[src/rtl/frame_sequencer.sv]
// Purpose : CAN receive bit-slot scheduler; tracks field class and drives one-hot decoder enables.
// Latency : 1 samplePoint; every output is a flop loaded from the next-state decode.
// Backpr. : none; advances on every samplePoint, and strobes from inactive decoders are dropped.
//
// Ports
//   samplePoint    clock, one rising edge per CAN bit sample point
//   reset          synchronous active-high reset
//   canRX          sampled bus level (1 = recessive)
//   endFrame       frame decoder EOF complete strobe
//   frameError     frame decoder stuff/CRC/form/ack error strobe
//   endOverload    overload decoder delimiter complete strobe
//   invalidBit     overload decoder illegal bit strobe
//   endError       error decoder delimiter complete strobe
//   busIdle, isFrame, isIntermission, isOverload, isError   one-hot state outputs
//   frameStart     pulse when an SOF is accepted
//   seqFault       pulse on frame watchdog expiry or overload limit exceeded
//   overloadCnt    consecutive overload frames since the last FRAME/IDLE entry
module frame_sequencer #(
  parameter int IDLE_BITS         = 11,
  parameter int INTERMISSION_BITS = 3,
  parameter int MAX_OVERLOAD      = 2,
  parameter int MAX_FRAME_BITS    = 160
) (
  input  logic       samplePoint,
  input  logic       reset,
  input  logic       canRX,
  input  logic       endFrame,
  input  logic       frameError,
  input  logic       endOverload,
  input  logic       invalidBit,
  input  logic       endError,
  output logic       busIdle,
  output logic       isFrame,
  output logic       isIntermission,
  output logic       isOverload,
  output logic       isError,
  output logic       frameStart,
  output logic       seqFault,
  output logic [1:0] overloadCnt
);

  typedef enum logic [2:0] {
    INTEGRATE,
    IDLE,
    FRAME,
    INTERMISSION,
    OVERLOAD,
    ERROR
  } state_t;

  localparam logic [7:0] IDLE_LAST  = 8'(IDLE_BITS - 1);
  localparam logic [7:0] IM_LAST    = 8'(INTERMISSION_BITS - 1);
  localparam logic [7:0] FRAME_LAST = 8'(MAX_FRAME_BITS - 1);
  localparam logic [1:0] OVL_MAX    = 2'(MAX_OVERLOAD);

  state_t     state;
  state_t     nextState;
  logic [7:0] bitCnt;
  logic [7:0] nextBitCnt;
  logic [7:0] bitCntInc;
  logic [1:0] nextOverloadCnt;
  logic       nextFrameStart;
  logic       nextSeqFault;

  // Saturating increment so a stuck counter can never wrap back into range.
  assign bitCntInc = (bitCnt == 8'hFF) ? bitCnt : bitCnt + 8'd1;

  always_comb begin
    nextState       = state;
    nextBitCnt      = bitCnt;
    nextOverloadCnt = overloadCnt;
    nextFrameStart  = 1'b0;
    nextSeqFault    = 1'b0;

    case (state)
      INTEGRATE: begin
        if (!canRX) begin
          nextBitCnt = 8'd0;
        end else if (bitCnt == IDLE_LAST) begin
          nextState  = IDLE;
          nextBitCnt = 8'd0;
        end else begin
          nextBitCnt = bitCntInc;
        end
      end

      IDLE: begin
        if (!canRX) begin
          nextState       = FRAME;
          nextBitCnt      = 8'd0;
          nextOverloadCnt = 2'd0;
          nextFrameStart  = 1'b1;
        end
      end

      FRAME: begin
        // frameError outranks endFrame; the watchdog fires only when neither strobe arrives.
        if (frameError) begin
          nextState  = ERROR;
          nextBitCnt = 8'd0;
        end else if (endFrame) begin
          nextState  = INTERMISSION;
          nextBitCnt = 8'd0;
        end else if (bitCnt == FRAME_LAST) begin
          nextState    = ERROR;
          nextBitCnt   = 8'd0;
          nextSeqFault = 1'b1;
        end else begin
          nextBitCnt = bitCntInc;
        end
      end

      INTERMISSION: begin
        if (canRX) begin
          if (bitCnt < IM_LAST) begin
            nextBitCnt = bitCntInc;
          end else begin
            nextState       = IDLE;
            nextBitCnt      = 8'd0;
            nextOverloadCnt = 2'd0;
          end
        end else if (bitCnt >= IM_LAST) begin
          // Dominant on the last intermission bit is an SOF, not an overload.
          nextState       = FRAME;
          nextBitCnt      = 8'd0;
          nextOverloadCnt = 2'd0;
          nextFrameStart  = 1'b1;
        end else if (overloadCnt < OVL_MAX) begin
          nextState       = OVERLOAD;
          nextBitCnt      = 8'd0;
          nextOverloadCnt = overloadCnt + 2'd1;
        end else begin
          nextState    = ERROR;
          nextBitCnt   = 8'd0;
          nextSeqFault = 1'b1;
        end
      end

      OVERLOAD: begin
        if (invalidBit) begin
          nextState  = ERROR;
          nextBitCnt = 8'd0;
        end else if (endOverload) begin
          nextState  = INTERMISSION;
          nextBitCnt = 8'd0;
        end
      end

      ERROR: begin
        if (endError) begin
          nextState  = INTERMISSION;
          nextBitCnt = 8'd0;
        end
      end

      default: begin
        nextState  = INTEGRATE;
        nextBitCnt = 8'd0;
      end
    endcase
  end

  // State, counters and all outputs load together so the enables are glitch-free flops.
  always_ff @(posedge samplePoint) begin
    if (reset) begin
      state          <= INTEGRATE;
      bitCnt         <= 8'd0;
      overloadCnt    <= 2'd0;
      busIdle        <= 1'b0;
      isFrame        <= 1'b0;
      isIntermission <= 1'b0;
      isOverload     <= 1'b0;
      isError        <= 1'b0;
      frameStart     <= 1'b0;
      seqFault       <= 1'b0;
    end else begin
      state          <= nextState;
      bitCnt         <= nextBitCnt;
      overloadCnt    <= nextOverloadCnt;
      busIdle        <= (nextState == IDLE);
      isFrame        <= (nextState == FRAME);
      isIntermission <= (nextState == INTERMISSION);
      isOverload     <= (nextState == OVERLOAD);
      isError        <= (nextState == ERROR);
      frameStart     <= nextFrameStart;
      seqFault       <= nextSeqFault;
    end
  end

endmodule
[config.mk]
export PLATFORM = sky130hd
export DESIGN_NAME = frame_sequencer
export DESIGN_NICKNAME = d
export VERILOG_FILES = /design/src/rtl/frame_sequencer.sv
export SDC_FILE = /design/constraint.sdc
export NUM_CORES = 1
export LEC_CHECK = 0
export CAP_MARGIN = 20
export CORE_UTILIZATION = 50
export DETAILED_ROUTE_END_ITERATION = 6
export GPL_ROUTABILITY_DRIVEN = 0
export GPL_TIMING_DRIVEN = 0
export PLACE_DENSITY_LB_ADDON = 0.12
export SLEW_MARGIN = 30
export SYNTH_ARGS = -nofsm -noshare
export SYNTH_HDL_FRONTEND = slang
export SYNTH_SLANG_ARGS = --single-unit
[constraint.sdc]
create_clock -name samplePoint -period 5.06 [get_ports samplePoint]
set_input_delay 1.012 -clock samplePoint [delete_from_list [all_inputs] [get_ports samplePoint]]
set_output_delay 1.012 -clock samplePoint [all_outputs]
set_load 0.02 [all_outputs]
==> key figures <==
Status
  – Outcome: finished, final reports clean

Die
  – Placeable Area: 0.00225 mm2
  – Top-Level Pins: 17
  – Die height: 51.2 um
  – Initial core utilization: 0.537
  – Die width: 51.2 um
  – Row cnt: 17
  – Full die area: 0.00262 mm2

Hold path
  – Worst Hold Class: register to register

CTS
  – CTS resizes: 0
  – Root Buffer: clkbuf_4
  – Post-CTS setup buffer count: 0
  – CTS tree: built
  – CTS Sinks: 20
  – Cts bufs inserted: 3
  – Clock transition at path regs: about 0.11 ns
  – Clock Tree Buf Depth: 2
  – Clock Latency Late Sink: 0.31 ns
  – H-tree level count: 1
  – Hold_buf cts: 0

Yosys
  – Post-Synthesis Cells: 141
  – Fraction of the mapped netlist area in compound gates: 0.217
  – Synthesized area: 0.00121 mm2
  – Flops & latches, synth: 20
  – Mux cell area share after synthesis: 0.00931
  – Post-synth top cells: dfxtp_1 (20), a21oi_1 (9), nor2_1 (9), nor3_1 (8), nand2_1 (7)
  – Mapped Nets: 151
  – EDFF count, synth: 0
  – Post-Synth Simple-Gate Area: 0.346
  – Area leader, netlist: dfxtp_1
  – Synth top area cells: dfxtp_1 (33%), a21oi_1 (3.7%), nor3_1 (3.3%)
  – Adder-cell share of the synthesized area: 0.0207
  – Xor-xnor portion of the synthesized cell area: 0
  – Netlist cell types: 52
  – Ys flop type: dfxtp_1
  – Area fraction of the dominant cell type after synthesis: 0.331
  – Sequential-to-total area share from yosys stat: 0.331
  – Syn_area_per_cell: 8.58 um2
  – Yosys warning count: 0
  – Asr flop ratio synth: 0
  – Count leader, synth: dfxtp_1
  – Main combinational cell family by area after synthesis: simple AND/OR/NAND/NOR gates

Timing
  – Setup ws final: ~2.4 ns
  – Slew HR: 0.639
  – Setup violations, final: 0
  – Final hold vios: 0
  – RSZ-0062 raised after global routing: false
  – Fmax: 0.381 GHz
  – Fin crit period: 2.62 ns
  – Max Slew Vio Count: 0
  – Min Hold Slack: just over 0.5 ns
  – Period utilization: 0.518
  – Setup TNS Final: 0 ns
  – Worst Clk Skew: ~0.013 ns
  – Slew @ Worst Pin: 0.541 ns

Cells and area
  – # diodes: 0
  – Final Instance Area: around 0.0014 mm2
  – Non-filler cells, final: 187
  – Synthesis-to-layout area growth: 18.8%
  – Proportion of layout cells with a drive suffix above 1: 0.126
  – # nets final: 170
  – Final Core Density: 0.638

Drt
  – DR iter-0 viols: 39
  – Vias per inst: 6.14
  – Initial DRT Pass Iterations: 4
  – Post-route ant nets: 0
  – DRC Markers: 0
  – Detailed-route via count: 1148
  – Total routed wirelength: 2.81 mm
  – DR WL/cell: 15.0 um

Pwr
  – Combinational group share of total power: 0.066
  – Sw frac: 0.207
  – Peak supply drop: 0.188 mV
  – Clock power frac: 0.423
  – Final Power: 312 uW
  – NetSw: ~65 uW
  – Lkg Pwr: 0.497 nW
  – Pwr dens: 217 mW/mm2
  – Seq pwr share: 0.511
  – Pint: 247 uW

Placed design
  – IO buf count: 14
  – Inst Count DP: 183
  – DP Area: between 0.001 and 0.0015 mm2
  – Post-DP HPWL: 2.00 mm
  – Post-place setup slack: 2.10 ns

Critical path
  – Worst setup SP type: input pin
  – Setup CP Type: input pin to register
  – CP Data Arrival Time: approximately 2.8 ns
  – CP Capture Type: register
  – Crit path max fanout: 10
  – WP data required: 5.27 ns

GRT
  – Total GRT Usage: 0.241
  – GRT Residual Overflow: 0
  – First-pass GRT wire length: 4.65 mm
  – Initial antenna violation count: 0
  – Largest net degree at the start of global routing: 13
  – Vias in the first global route: 1023

Flow run
  – Number of max-cap violations: 0
[per-layer routing]
layer | up-vias | GRT usage | part of all wire
met5 | - | 0 | 0
met4 | 0 | 0.139 | 0.022
met3 | 7 | 0.0298 | 0.059
met2 | 40 | 0.401 | 0.48
met1 | 528 | 0.296 | 0.43
li1 | 573 | - | -
[worst paths after layout]
path                                from                     endpoint  slack, ns  cells past startpoint
min reg2reg  overloadCnt[0]$_SDFFE_PP0P_  overloadCnt[0]$_SDFFE_PP0P_       0.52                      1
max reg2reg       bitCnt[1]$_SDFFE_PP0P_       bitCnt[4]$_SDFFE_PP0P_       2.97                      7
max                           invalidBit       bitCnt[6]$_SDFFE_PP0P_       2.44                      5
min          overloadCnt[0]$_SDFFE_PP0P_  overloadCnt[0]$_SDFFE_PP0P_       0.52                      1
[cell type report]
cell class	instances	area [um2]
Clock inverter	1	30.0
Buffer	11	65.1
Fill cell	197	817
Tap cell	28	35.0
Multi-Input combinational cell	103	718
Inverter	7	26.3
Sequential cell	20	400
Timing Repair Buffer	14	140
Clock buffer	3	22.5
[critical path, stage by stage]
cell and delay, ns:
clkdlybuf4s50_1 0.44, or4b_4 0.55, a31oi_4 0.36, nor2_1 0.18, nor4_1 0.28
[kinds of logic (layout without fill, tap and decap cells)]
group	Yosys count	after routing
simple gates	68	68
mux	1	1
fa+ha+maj	2	2
compound gates	32	32
buf+inv	18	36
flops	20	20
[flip-flops by register name (all words and copies together) (netlist names)]
register        cells
bitCnt              8
state               3
overloadCnt         2
busIdle             1
frameStart          1
isError             1
isFrame             1
isIntermission      1
isOverload          1
seqFault            1
[cells in the final DEF (no fill, tap or decap), drive strengths merged, types with 7 or more instances in the layout]
cell type / instances
dfxtp: 20
clkdlybuf4s50: 14
nor2: 10
a21oi: 9
nor3: 8
clkbuf: 8
nand2: 7
inv: 7
[power by group through the flow]
stage | clock (mW) | sequential, mW | combinational [mW]
6_report | 0.132 | 0.159 | 0.0207
5_1_grt | 0.140 | 0.160 | 0.0221
2_1_floorplan | 0 | 0.163 | 0.0120
3_3_place_gp | 0 | 0.163 | 0.0199
3_5_place_dp | 0 | 0.163 | 0.0203
4_1_cts | 0.135 | 0.159 | 0.0205
(Power assumes the default switching activity.)
